==> src/rtl/uart_pkg.sv <==
// Shared UART receiver types and frame constants.
// No logic; imported by uart_rx and its bench.
package uart_pkg;

  localparam int CLKS_PER_BIT_DEFAULT = 868;
  localparam int DATA_BITS            = 8;
  localparam int STOP_BITS            = 1;

  typedef enum logic [2:0] {
    IDLE,
    START,
    DATA,
    STOP,
    RECOVER
  } rx_state_t;

endpackage

==> src/rtl/uart_rx_sync2.sv <==
// Generic 2-flop synchroniser with a configurable reset value.
// Latency 2 cycles; no backpressure.
module sync2 #(
  parameter logic RESET_VAL = 1'b0
) (
  input  logic in_clk,
  input  logic in_rst,
  input  logic d,
  output logic q
);

  logic meta;

  always_ff @(posedge in_clk or posedge in_rst) begin
    if (in_rst) begin
      meta <= RESET_VAL;
      q    <= RESET_VAL;
    end else begin
      meta <= d;
      q    <= meta;
    end
  end

endmodule

==> src/rtl/uart_rx.sv <==
// 8N1 UART receiver, mid-bit sampling; out_ready pulses 2+CPB/2+9*CPB edges after the start edge.
// No backpressure: each byte is presented for one cycle and held on out_frame until the next.
module uart_rx
  import uart_pkg::*;
#(
  parameter int CLKS_PER_BIT = CLKS_PER_BIT_DEFAULT
) (
  input  logic                 in_clk,
  input  logic                 in_rst,
  input  logic                 in_rx,
  output logic [DATA_BITS-1:0] out_frame,
  output logic                 out_ready,
  output logic                 out_frame_error
);

  localparam int CNT_W = $clog2(CLKS_PER_BIT);
  localparam logic [CNT_W-1:0] HALF_LAST = CNT_W'(CLKS_PER_BIT / 2 - 1);
  localparam logic [CNT_W-1:0] FULL_LAST = CNT_W'(CLKS_PER_BIT - 1);
  localparam logic [CNT_W-1:0] CNT_ONE   = CNT_W'(1);
  localparam logic [2:0]       LAST_BIT  = 3'(DATA_BITS - 1);

  logic                 rx_s;
  rx_state_t            state, state_nxt;
  logic [CNT_W-1:0]     cnt, cnt_nxt;
  logic [2:0]           bit_idx, bit_idx_nxt;
  logic [DATA_BITS-1:0] shift_reg, shift_nxt;
  logic [DATA_BITS-1:0] frame_nxt;
  logic                 ready_nxt, ferr_nxt;

  // Idle-high line: reset value 1 keeps a reset from looking like a start bit.
  sync2 #(.RESET_VAL(1'b1)) u_sync (
    .in_clk (in_clk),
    .in_rst (in_rst),
    .d      (in_rx),
    .q      (rx_s)
  );

  always_ff @(posedge in_clk or posedge in_rst) begin
    if (in_rst) begin
      state           <= IDLE;
      cnt             <= '0;
      bit_idx         <= '0;
      shift_reg       <= '0;
      out_frame       <= '0;
      out_ready       <= 1'b0;
      out_frame_error <= 1'b0;
    end else begin
      state           <= state_nxt;
      cnt             <= cnt_nxt;
      bit_idx         <= bit_idx_nxt;
      shift_reg       <= shift_nxt;
      out_frame       <= frame_nxt;
      out_ready       <= ready_nxt;
      out_frame_error <= ferr_nxt;
    end
  end

  always_comb begin
    state_nxt   = state;
    cnt_nxt     = cnt;
    bit_idx_nxt = bit_idx;
    shift_nxt   = shift_reg;
    frame_nxt   = out_frame;
    ready_nxt   = 1'b0;
    ferr_nxt    = 1'b0;
    unique case (state)
      IDLE: begin
        cnt_nxt     = '0;
        bit_idx_nxt = '0;
        if (!rx_s) state_nxt = START;
      end
      START: begin
        if (cnt == HALF_LAST) begin
          // A start bit that is no longer low at its midpoint was a glitch.
          cnt_nxt     = '0;
          bit_idx_nxt = '0;
          state_nxt   = rx_s ? IDLE : DATA;
        end else begin
          cnt_nxt = cnt + CNT_ONE;
        end
      end
      DATA: begin
        if (cnt == FULL_LAST) begin
          cnt_nxt            = '0;
          shift_nxt[bit_idx] = rx_s;
          bit_idx_nxt        = bit_idx + 3'd1;
          if (bit_idx == LAST_BIT) state_nxt = STOP;
        end else begin
          cnt_nxt = cnt + CNT_ONE;
        end
      end
      STOP: begin
        if (cnt == FULL_LAST) begin
          cnt_nxt = '0;
          if (rx_s) begin
            frame_nxt = shift_reg;
            ready_nxt = 1'b1;
            state_nxt = IDLE;
          end else begin
            ferr_nxt  = 1'b1;
            state_nxt = RECOVER;
          end
        end else begin
          cnt_nxt = cnt + CNT_ONE;
        end
      end
      RECOVER: begin
        // Hold off until the line returns high so a break yields one error only.
        cnt_nxt = '0;
        if (rx_s) state_nxt = IDLE;
      end
      default: begin
        state_nxt = IDLE;
        cnt_nxt   = '0;
      end
    endcase
  end

endmodule

==> config.mk <==
export PLATFORM = sky130hd
export DESIGN_NAME = uart_rx
export DESIGN_NICKNAME = d
export VERILOG_FILES = /design/src/rtl/uart_pkg.sv /design/src/rtl/uart_rx_sync2.sv /design/src/rtl/uart_rx.sv
export SDC_FILE = /design/constraint.sdc
export NUM_CORES = 1
export LEC_CHECK = 0
export CAP_MARGIN = 5
export CORE_UTILIZATION = 51
export CTS_CLUSTER_SIZE = 30
export DETAILED_ROUTE_END_ITERATION = 8
export PLACE_DENSITY = 0.82
export SLEW_MARGIN = 30
export SYNTH_ARGS = -nofsm -noshare
export SYNTH_HDL_FRONTEND = slang
export SYNTH_SLANG_ARGS = --single-unit
export TNS_END_PERCENT = 5
==> constraint.sdc <==
create_clock -name in_clk -period 2.1 [get_ports in_clk]
set_clock_uncertainty 0.15 [all_clocks]
set_input_delay 0.315 -clock in_clk [delete_from_list [all_inputs] [get_ports in_clk]]
set_output_delay 0.315 -clock in_clk [all_outputs]
set_load 0.05 [all_outputs]
After elaboration in Yosys (flattened, before gate mapping)
Cells that the tools add are included.
Widths: inputs -> output; s select.

storage, ports and cells
  bits in registers = 36
  bits of input ports = 3

operators by class
  add/sub/neg operators = 2
  magnitude comparators = 2
  eq/ne operators = 13
  mux-type cells = 24
  reductions and logical operators = 8

operators with widths
  operator               number
  $mux 3                 9
  $mux 10                2
  $pmux 10 s2            1
  $pmux 3 s5             1
  $add 10x1->10 const B  1
  $eq 10x10->1 const B   1
  $eq 10x9->1 const B    1
  $ne 2x2->1 const B     5
  $pmux 3 s3             1
  $bwmux 8               1
  $mux 1                 7
  $eq 3x2->1 const B     2
  $eq 3x3->1 const B     2
  $reduce_and 3->1       2
  $reduce_and 6->1       1
  $lt 3x4->1 const B     1
  $add 3x1->3 const B    1
  $demux 1 s3            1
  $eq 3x1->1 const B     1
  $ge 3x1->1 const B     1
  $logic_not 3->1        1
  $reduce_bool 3->1      1
  $mux 2                 1
  $ne 2x1->1 const B     1
  other kinds (3)        3

Depth between registers and ports, before layout
Gate-level depths: netlist of the first run.

  depth after elaboration = 5
  gate-level depth with buffers = 8
  mapped depth without buffers = 7

Hierarchy
A second synthesis of the first run with hierarchy kept.

unflattened totals
  cell total of the unflattened synthesis = 141
  area total of the unflattened synthesis = 1741.7 um^2

modules (own cells, without submodules)
  module   instances  cells each  area each (um^2)  sequential area each (um^2)
  uart_rx  1          138         1685.4            850.8
  sync2    1          3           56.3              52.6

Least setup slack after synthesis of the first run
No wires, ideal clock.

  path kind = reg2reg
  start point = register cnt[3]
  end point = register shift_reg[2]
  setup time = 125 ps
  data arrival time = 1839 ps
  setup slack = -14 ps
  cell stages (with the launch flop) = 6
  cell sequence = dfrtp_1 > or3b_4 > nor3_4 > nand3b_2 > nor3b_1 > mux2_2

between the ends
  cells in the longest elaborated chain, start to end = 2

RTL lines
  item                               RTL line       source
  start, declared                    uart_rx.sv:24  logic [CNT_W-1:0] cnt, cnt_nxt;
  start signal, assigned             uart_rx.sv:49  cnt <= cnt_nxt;
  $eq 10x10->1                       uart_rx.sv:83  if (cnt == FULL_LAST) begin
  $reduce_and 2->1 (no source line)  n/a
  end signal, assigned               uart_rx.sv:51  shift_reg <= shift_nxt;
  end, declared                      uart_rx.sv:26  logic [DATA_BITS-1:0] shift_reg, shift_nxt;

No other way between the ends.
A chain may end at the register's enable or synchronous reset.

Final worst setup path of the first run
  start point = register out_frame[7]
  end point = output port out_frame[7]

RTL lines
  item                    RTL line       source
  start, declared         uart_rx.sv:11  output logic [DATA_BITS-1:0] out_frame,
  start signal, assigned  uart_rx.sv:52  out_frame <= frame_nxt;

No word-level cell between the ends.

==> key figures, run 1 <==
Run status
  – Status: complete, no violations

Finish
  – Post-route cell area: ~2100 sq um
  – Inserted Diodes: 0
  – Max reg flops: 10
  – Sequential cell area: 905 sq um
  – Layout fillers: 223
  – Share of layout cells above drive strength 1: between 30% and 40%
  – Multi-input logic area: 848 sq um
  – Area Overhead vs Synth: 23.4%
  – Nets: ~180

Setup path
  – Endpoint type of the worst setup path: output pin
  – CP arrival: between 1500 and 2000 ps
  – WP data required: approximately 1600 ps
  – Worst path cell trace: clkdlybuf4s50_1
  – R2r setup slk: around 100 ps
  – RR Endpoint: bit_idx[0]$_DFFE_PP0P_
  – Crit Path Category: flop to output pin
  – CP Launch Type: flop
  – Worst path slowest cell: clkdlybuf4s50_1
  – R2r worst-path depth: 5
  – Worst path bufs/invs: 1
  – Worst Path Max Fanout: 2
  – Top Family by Delay on Critical Path: buffers and inverters
  – Origin of the critical flop-to-flop path: cnt[3]$_DFF_PP0_
  – CP max stage delay: between 800 and 900 ps

GRT
  – All-Layer GR Usage: about a fifth
  – First-pass GRT wire length: approximately 5500 um
  – Pin count of the biggest net entering global routing: 37
  – Initial antenna violation count: 0
  – Vias in the first global route: ~1.2k
  – Grt ovf: 0

CTS
  – CTS tree: yes
  – CTS Root Cell: clkbuf_4
  – Num CTS Buffers: 5
  – Clk Latency, worst-skew pair: roughly 350 ps
  – CTS H-tree lvls: 2
  – Clock slew at reported path FFs: about 120 ps
  – # clock sinks: 36
  – Clock Tree Buf Depth: 2
  – Postcts setup bufs: 0

Timing
  – Final Critical Period: around 2000 ps
  – Final Max Slew Viols: 0
  – Setup Viol. Count Final: 0
  – RSZ-0062 raised after global routing: false
  – Relative slew slack: between 60% and 70%
  – Hold Slack: 211 ps
  – Final hold vios: 0
  – Max Fclk: 0.498 GHz
  – Setup Total Neg Slack: 0 ps
  – Worst slew pin tran: a little under 500 ps
  – Period utilization: 95.7%

Power
  – PD cells: approximately 560 nW/um^2
  – Leakage power: between 1 and 1.5 nW
  – Maximum vdd ir drop: approximately 0.0004 V

Synthesis
  – Synth Instances: 150
  – Sequential area share after synthesis: a little over half
  – Async S/R FF share, synth: 100%
  – Post-synth top cells: dfrtp_1 (34), nor2_1 (15), mux2_2 (11)
  – Synth Cell Area: roughly 1700 sq um
  – Yosys cell types: 39
  – Syn avg cell area: 11.6 sq um
  – Most frequent cell after synthesis: dfrtp_1
  – Number of synthesized flops with an enable pin: 0
  – Synth Flop Type: dfrtp_1
  – Area contributors post-synth: dfrtp_1 (49%), mux2_2 (7.1%), xor2_1 (4.0%)
  – Syn_nets: around 160
  – #FFs+latches synth: 36
  – Post-synth top area share: roughly 49%
  – Yosys Warn Count: 0
  – Post-synth top area cell: dfrtp_1

Die
  – Die area: 3630 sq um
  – Initial core utilization: 55.4%
  – Core Area: 3130 sq um
  – Die Ht: ~60 um
  – # rows: 20
  – Io pins: 13
  – Die Width: between 60 and 70 um

Route
  – Detail Route Antenna Nets: 0
  – Per-cell routed wire length: 14.7 um
  – Total iterations of the first detailed-routing run: 4
  – Detailed Route Iter0 Violations: roughly 50
  – Vias per std cell: between 5 and 6
  – Final WL: about 3200 um
  – DRC errors left: 0
  – DR vias: 1,237

Place
  – Dpl hpwl: 2190 um
  – Placer congestion estimate: roughly 0.81
  – Port bufs: 12
  – Placed Area: around 2000 sq um

Flow run
  – Maxcap violations: 0

Min path
  – Hold crit path type: input pin to asynchronous set/reset pin
## cells in the final DEF, fill, tap and decap left out, types with 3 or more instances in the layout
cell	count
o21ai_0	7
clkdlybuf4s50_1	12
inv_1	3
dfrtp_1	33
and3_1	3
buf_4	11
nor2_1	15
a22o_1	3
mux2_4	4
ha_1	3
nor3b_1	3
nand2_1	9
nand3_1	7
xor2_1	8
clkbuf_4	5
mux2_2	11
## area by class of cell
type,instances,share of cell area [%]
Clock buffer,6,1.93
Clock inverter,2,1.64
Inverter,3,0.527
Multi-Input combinational cell,103,39.7
Sequential cell,36,42.3
Tap cell,44,2.57
Timing Repair Buffer,25,11.4
## layer usage
metal / track usage (%) / up-vias / routed length, um
met2: 31.9 / 26 / 1640
met5: 0 / - / 0
li1: - / 578 / -
met4: 13.3 / 0 / 77
met1: 26.7 / 623 / 1390
met3: 5.41 / 10 / 110
## logic make-up after synthesis
kind of cell | Yosys count | synth area share (%)
muxes | 16 | 11.3
AOI/OAI and AO/OA | 20 | 8.02
xor gates and xnor gates | 9 | 4.55
buffers and inverters | 11 | 2.82
and+or+nand+nor | 54 | 18.3
adders and majority gates | 4 | 2.89
DFF | 36 | 52.1
## power breakdown
part / switching (W) / internal (W) / leakage [nW]
clock network: 0.000230 / 0.000249 / 0.0422
registers: 0.00000443 / 0.000696 / 0.480
logic: 0.0000137 / 0.00000569 / 0.502
## repair_timing
action / in CTS / in global routing
setup endpoints to repair: 0 / 23
gates resized for setup: 0 / 11
hold buffers: 0 / 0
## worst max-delay path by stage
stage                     cells past startpoint                     start                  endpoint  slack, ps
after floorplan                               5          cnt[3]$_DFF_PP0_  shift_reg[2]$_DFFE_PP0P_          5
after global placement                        5          cnt[3]$_DFF_PP0_    bit_idx[0]$_DFFE_PP0P_        110
after detailed placement                      6          cnt[1]$_DFF_PP0_  shift_reg[2]$_DFFE_PP0P_         60
after CTS                                     5          cnt[3]$_DFF_PP0_    bit_idx[0]$_DFFE_PP0P_         40
after global routing                          6          cnt[3]$_DFF_PP0_          cnt[2]$_DFF_PP0_         20
final                                         1  out_frame[7]$_DFFE_PP0P_              out_frame[7]         90
## stage by stage
stage	setup WS, ps	util, %	std cells	power (W)
after floorplan	4.65	-	150	0.000724
after global placement	111	63.7	211	0.000733
after detailed placement	64.2	63.7	211	0.000734
after CTS	42.0	66.2	219	0.00122
after global routing	21.7	68.4	219	0.00124
final	90.4	68.4	219	0.00120
Power figures use the tool's default switching activity.
==> inputs of run 2 (changes only) <==
--- a/config.mk
+++ b/config.mk
@@ -6,10 +6,10 @@
 export NUM_CORES = 1
 export LEC_CHECK = 0
 export CAP_MARGIN = 5
-export CORE_UTILIZATION = 51
+export CORE_UTILIZATION = 57
 export CTS_CLUSTER_SIZE = 30
 export DETAILED_ROUTE_END_ITERATION = 8
-export PLACE_DENSITY = 0.82
+export PLACE_DENSITY = 0.86
 export SLEW_MARGIN = 30
 export SYNTH_ARGS = -nofsm -noshare
 export SYNTH_HDL_FRONTEND = slang
==> constraint.sdc (replaced) <==
create_clock -name in_clk -period 2 [get_ports in_clk]
set_clock_uncertainty 0.15 [all_clocks]
set_input_delay 0.3 -clock in_clk [delete_from_list [all_inputs] [get_ports in_clk]]
set_output_delay 0.3 -clock in_clk [all_outputs]
set_load 0.05 [all_outputs]
==> key figures, run 2 (synthesis gave the netlist of run 1 again) <==
CTS
  – Num CTS Buffers: 5
  – Cts hold-fix bufs: 0
  – CTS tree: yes
  – # clock sinks: 36
  – CTS Root Cell: clkbuf_4
  – CTS H-tree lvls: 2
  – Postcts setup bufs: 0
  – Clock slew at reported path FFs: around 110 ps
  – Clk Latency, worst-skew pair: about 340 ps
  – Clock Tree Buf Depth: 2

Finish
  – Layout fillers: 182
  – Inserted Diodes: 0
  – Share of layout cells above drive strength 1: a little under a third
  – Area Overhead vs Synth: 24.3%
  – Max reg flops: 10
  – Nets: around 190
  – Commonest non-fill, non-tap cells in the layout: dfrtp_1 (34), buf_4 (17), nor2_1 (15), mux2_2 (11), nand2_1 (9)
  – Fin cells: approximately 210
  – Most common cell after layout, fill and taps aside: dfrtp_1

Setup path
  – RR Endpoint: out_frame[0]$_DFFE_PP0P_
  – Top Family by Delay on Critical Path: simple AND/OR/NAND/NOR gates
  – R2r setup slk: -30 ps
  – Worst Path Max Fanout: 9
  – R2r worst-path depth: 6
  – CP max stage delay: approximately 380 ps
  – Origin of the critical flop-to-flop path: cnt[1]$_DFF_PP0_
  – Worst path slowest cell: dfrtp_1
  – Worst path cell trace: ha_2 > nand4bb_1 > nor3_4 > and3_4 > buf_12 > mux2_2
  – Endpoint type of the worst setup path: flop
  – Worst path bufs/invs: 1
  – WP data required: 2080 ps
  – Critical path launch point: cnt[1]$_DFF_PP0_
  – CP arrival: 2100 ps
  – Crit Path Category: flop to flop
  – Critical Path Sink: out_frame[0]$_DFFE_PP0P_
  – CP Launch Type: flop
  – Instance count on the critical path: 6

Run status
  – Failing checks: setup timing
  – Status: finished with violations

Timing
  – Final hold vios: 0
  – Final Max Slew Viols: 0
  – Final Critical Period: 2030 ps
  – Hold Slack: 204 ps
  – RSZ-0062 raised after global routing: true
  – Period utilization: 101%
  – Max Fclk: 0.494 GHz
  – Worst setup margin: -25.4 ps
  – Setup Viol. Count Final: 9
  – Relative slew slack: roughly 66%
  – Worst slew pin tran: approximately 510 ps

Route
  – Total iterations of the first detailed-routing run: 4
  – WL met2: ~1600 um
  – DRC errors left: 0
  – Metal-1 WL: approximately 1500 um
  – Per-cell routed wire length: 15.3 um
  – Max layer used: met4
  – Final WL: 3250 um
  – DR vias: ~1.2k
  – Met3 wire len: 91 um
  – Detail Route Antenna Nets: 0
  – Vias per std cell: between 5 and 6
  – Detailed Route Iter0 Violations: 47

Place
  – Dpl hpwl: between 2000 and 2500 um
  – Placer congestion estimate: ~0.9
  – Post-place setup slack: -59.2 ps
  – Port bufs: 12
  – Dpl cells: between 200 and 250

Die
  – # rows: 19
  – Die Ht: ~57 um
  – Initial core utilization: just over 60%
  – Io pins: 13
  – Die Width: approximately 57 um
  – Die area: ~3300 sq um
  – Core Area: between 2000 and 3000 sq um

GRT
  – First-pass GRT wire length: between 5000 and 6000 um
  – Grt ovf: 0
  – Pin count of the biggest net entering global routing: 37
  – All-Layer GR Usage: about a quarter
  – Vias in the first global route: between 1k and 1.5k
  – Initial antenna violation count: 0

Power
  – Leakage power: ~1.2 nW
  – Maximum vdd ir drop: around 0.0006 V
  – PD cells: a little under 600 nW/um^2

Flow run
  – Maxcap violations: 0

Min path
  – Hold crit path type: input pin to asynchronous set/reset pin
run 2: cell types whose count changed in the layout (fill, tap and decap cells not counted):
| cell | change |
|---|---|
| nand4bb_1 | +1 |
| nor2b_2 | -1 |
| buf_4 | +6 |
| ha_2 | +1 |
| dlymetal6s2s_1 | +6 |
| nor2b_4 | +1 |
| ha_4 | -1 |
| nor3_1 | +1 |
| dfrtp_2 | -1 |
| clkdlybuf4s50_1 | -6 |
| dfrtp_1 | +1 |
| nand4bb_4 | -1 |
| nor3_2 | -1 |
run 2: cell type report:
cell class / count / area (sq um) / area share [%]
sequential: 36 / 903 / 41.9
timing repair buffer: 31 / 303 / 14.1
multi-input combinational: 103 / 822 / 38.2
tap: 31 / 38.8 / 1.80
inverter: 3 / 11.3 / 0.523
clock buffer: 6 / 41.3 / 1.92
clock inverter: 2 / 35.0 / 1.63
run 2: what timing repair did:
| action | in CTS | in global routing |
|---|---|---|
| endpoints found under the setup margin | 24 | 35 |
| gates resized for setup | 4 | 8 |
| pin swaps | 3 | 2 |
run 2: through the flow:
stage | instance area [sq um] | setup TNS [ps] | total power [W] | util [%]
after detailed placement | 2040 | -786 | 0.000773 | 72.0
after floorplan | 1750 | -1150 | 0.000761 | -
final | 2150 | -147 | 0.00126 | 76.2
after CTS | 2130 | -27.8 | 0.00127 | 75.4
after global placement | 2040 | -8.61 | 0.000772 | 72.0
after global routing | 2150 | -1320 | 0.00130 | 76.2
run 2: report_power, final:
part	internal, W	total, W	switching [W]
logic	0.00000728	0.0000244	0.0000172
clock network	0.000262	0.000504	0.000242
registers	0.000731	0.000733	0.00000193
total	0.00100	0.00126	0.000261
run 2: worst min-delay path: cells and delay by family:
family	cells	cell delay, ps
buffers and inverters	3	830
run 2: worst min path at each step:
stage	startpoint	cells past startpoint	end
detailed placement	u_sync.meta$_DFF_PP1_	0	u_sync.q$_DFF_PP1_
floorplan	in_rx	0	u_sync.meta$_DFF_PP1_
global placement	u_sync.meta$_DFF_PP1_	0	u_sync.q$_DFF_PP1_
finish	in_rst	3	bit_idx[0]$_DFFE_PP0P_
CTS	in_rx	1	u_sync.meta$_DFF_PP1_
global route	in_rx	1	u_sync.meta$_DFF_PP1_
run 2: metal layers:
layer | track usage (%) | vias up
met2 | 37.8 | 21
met5 | 0 | -
met1 | 29.4 | 602
met4 | 12.2 | 0
li1 | - | 586
met3 | 7.03 | 3
==> inputs of run 3 (changes only) <==
--- a/config.mk
+++ b/config.mk
@@ -7,6 +7,7 @@
 export LEC_CHECK = 0
 export CAP_MARGIN = 5
 export CORE_UTILIZATION = 57
+export CTS_BUF_LIST = sky130_fd_sc_hd__clkbuf_8 sky130_fd_sc_hd__clkbuf_16
 export CTS_CLUSTER_SIZE = 30
 export DETAILED_ROUTE_END_ITERATION = 8
 export PLACE_DENSITY = 0.86
==> key figures, run 3 (synthesis gave the netlist of run 1 again) <==
Die
  – Die area: between 3000 and 4000 sq um
  – Die Width: about 57 um
  – Initial core utilization: between 60% and 70%
  – # rows: 19
  – Core Area: roughly 2800 sq um
  – Die Ht: about 57 um
  – Io pins: 13

Finish
  – Commonest non-fill, non-tap cells in the layout: dfrtp_1 (34), buf_4 (17), nor2_1 (14), clkdlybuf4s50_1 (12), mux2_4 (11)
  – Post-route cell area: about 2200 sq um
  – Most common cell after layout, fill and taps aside: dfrtp_1
  – Max reg flops: 10
  – Inserted Diodes: 0
  – Layout fillers: ~170
  – Area Overhead vs Synth: 27.1%
  – Share of layout cells above drive strength 1: between 30% and 40%
  – Nets: ~190

Route
  – DR vias: roughly 1.2k
  – DRC errors left: 0
  – Detail Route Antenna Nets: 0
  – Per-cell routed wire length: about 16 um
  – Detailed Route Iter0 Violations: approximately 60
  – Vias per std cell: approximately 5.8
  – Final WL: around 3400 um
  – Total iterations of the first detailed-routing run: 5

Place
  – Dpl hpwl: 2280 um
  – Placer congestion estimate: between 0.8 and 0.9
  – Placed Area: about 2000 sq um
  – Port bufs: 12
  – Post-place setup slack: -59.2 ps

Setup path
  – Worst path bufs/invs: 1
  – Worst path slowest cell: or3b_4
  – Crit Path Category: flop to flop
  – CP max stage delay: 430 ps
  – Endpoint type of the worst setup path: flop
  – Top Family by Delay on Critical Path: simple AND/OR/NAND/NOR gates
  – CP arrival: 2090 ps
  – WP data required: slightly above 2000 ps
  – CP Launch Type: flop
  – Worst path cell trace: or3b_4 > nor3_4 > and3_4 > buf_12 > mux2_2
  – Worst Path Max Fanout: 9

Timing
  – Setup Viol. Count Final: 16
  – Max Fclk: between 0.4 and 0.5 GHz
  – Setup Total Neg Slack: -497 ps
  – Relative slew slack: between 60% and 70%
  – Worst slew pin tran: between 500 and 600 ps
  – Worst setup margin: -67.8 ps
  – Final Critical Period: just over 2000 ps
  – Period utilization: 103%
  – Final Max Slew Viols: 0
  – RSZ-0062 raised after global routing: true
  – Final hold vios: 0

GRT
  – Pin count of the biggest net entering global routing: 37
  – Initial antenna violation count: 0
  – Vias in the first global route: 1,237
  – Grt ovf: 0
  – First-pass GRT wire length: 5800 um
  – All-Layer GR Usage: ~24%

Power
  – PD cells: about 620 nW/um^2
  – Maximum vdd ir drop: between 0.0005 and 0.0006 V
  – Leakage power: roughly 1.1 nW
  – Overall Power: ~0.0014 W

CTS
  – Cts hold-fix bufs: 0
  – Postcts setup bufs: 0
  – Clk Latency, worst-skew pair: approximately 290 ps
  – CTS Root Cell: clkbuf_8
  – CTS tree: yes
  – Clock slew at reported path FFs: approximately 70 ps
  – Clock Tree Buf Depth: 2
  – # clock sinks: 36
  – Num CTS Buffers: 5
  – CTS H-tree lvls: 2

Run status
  – Status: finished with violations
  – Failing checks: setup timing

Flow run
  – Maxcap violations: 0

Min path
  – Hold crit path type: flop to flop
[run 3: stage by stage]
step / utilization, % / hold slack [ps] / instances
after floorplan: - / 154 / 150
after global placement: 72.0 / 197 / 204
after detailed placement: 72.0 / 203 / 204
after CTS: 76.5 / 213 / 212
after global routing: 77.8 / 213 / 212
final: 77.8 / 210 / 212
[run 3: final cells by class]
class / count / area, sq um / share of cell area [%]
Tap cell: 31 / 38.8 / 1.76
Timing Repair Buffer: 31 / 288 / 13.1
Inverter: 3 / 11.3 / 0.511
Sequential cell: 36 / 903 / 41.0
Multi-Input combinational cell: 103 / 853 / 38.8
Clock inverter: 3 / 38.8 / 1.76
Clock buffer: 5 / 68.8 / 3.13
[run 3: worst reg2reg max path: cells and delay by family, from the launching register on]
kind / cells / cell delay (ps)
and+or+nand+nor: 3 / 960
DFF: 1 / 380
muxes: 1 / 330
buffers and inverters: 1 / 130
[run 3: path summary, 6_finish.rpt]
check,from,end,slack (ps),depth (start not counted)
min in group asynchronous,in_rst,shift_reg[7]$_DFFE_PP0P_,270,3
max in group asynchronous,in_rst,u_sync.q$_DFF_PP1_,1090,3
setup / recovery,cnt[3]$_DFF_PP0_,out_frame[6]$_DFFE_PP0P_,-70,5
hold / removal,u_sync.meta$_DFF_PP1_,u_sync.q$_DFF_PP1_,210,0
hold reg to reg,u_sync.meta$_DFF_PP1_,u_sync.q$_DFF_PP1_,210,0
setup reg to reg,cnt[3]$_DFF_PP0_,out_frame[6]$_DFFE_PP0P_,-70,5
[run 3: power by group]
part,switching [W],internal [W]
registers,0.00000211,0.000732
logic,0.0000175,0.00000734
clock network,0.000252,0.000364
[run 3: repair_timing]
item                       CTS  global route
setup endpoints to repair   23            29
resized for setup            4            11
pin swaps                    3             5
[run 3: layer usage]
| metal | GRT usage, % | vias up | share of wire [%] |
|---|---|---|---|
| met5 | 0 | - | 0 |
| met2 | 39.7 | 25 | 50 |
| li1 | - | 583 | - |
| met3 | 6.80 | 6 | 3.1 |
| met1 | 30.7 | 607 | 45 |
| met4 | 11.5 | 0 | 1.7 |
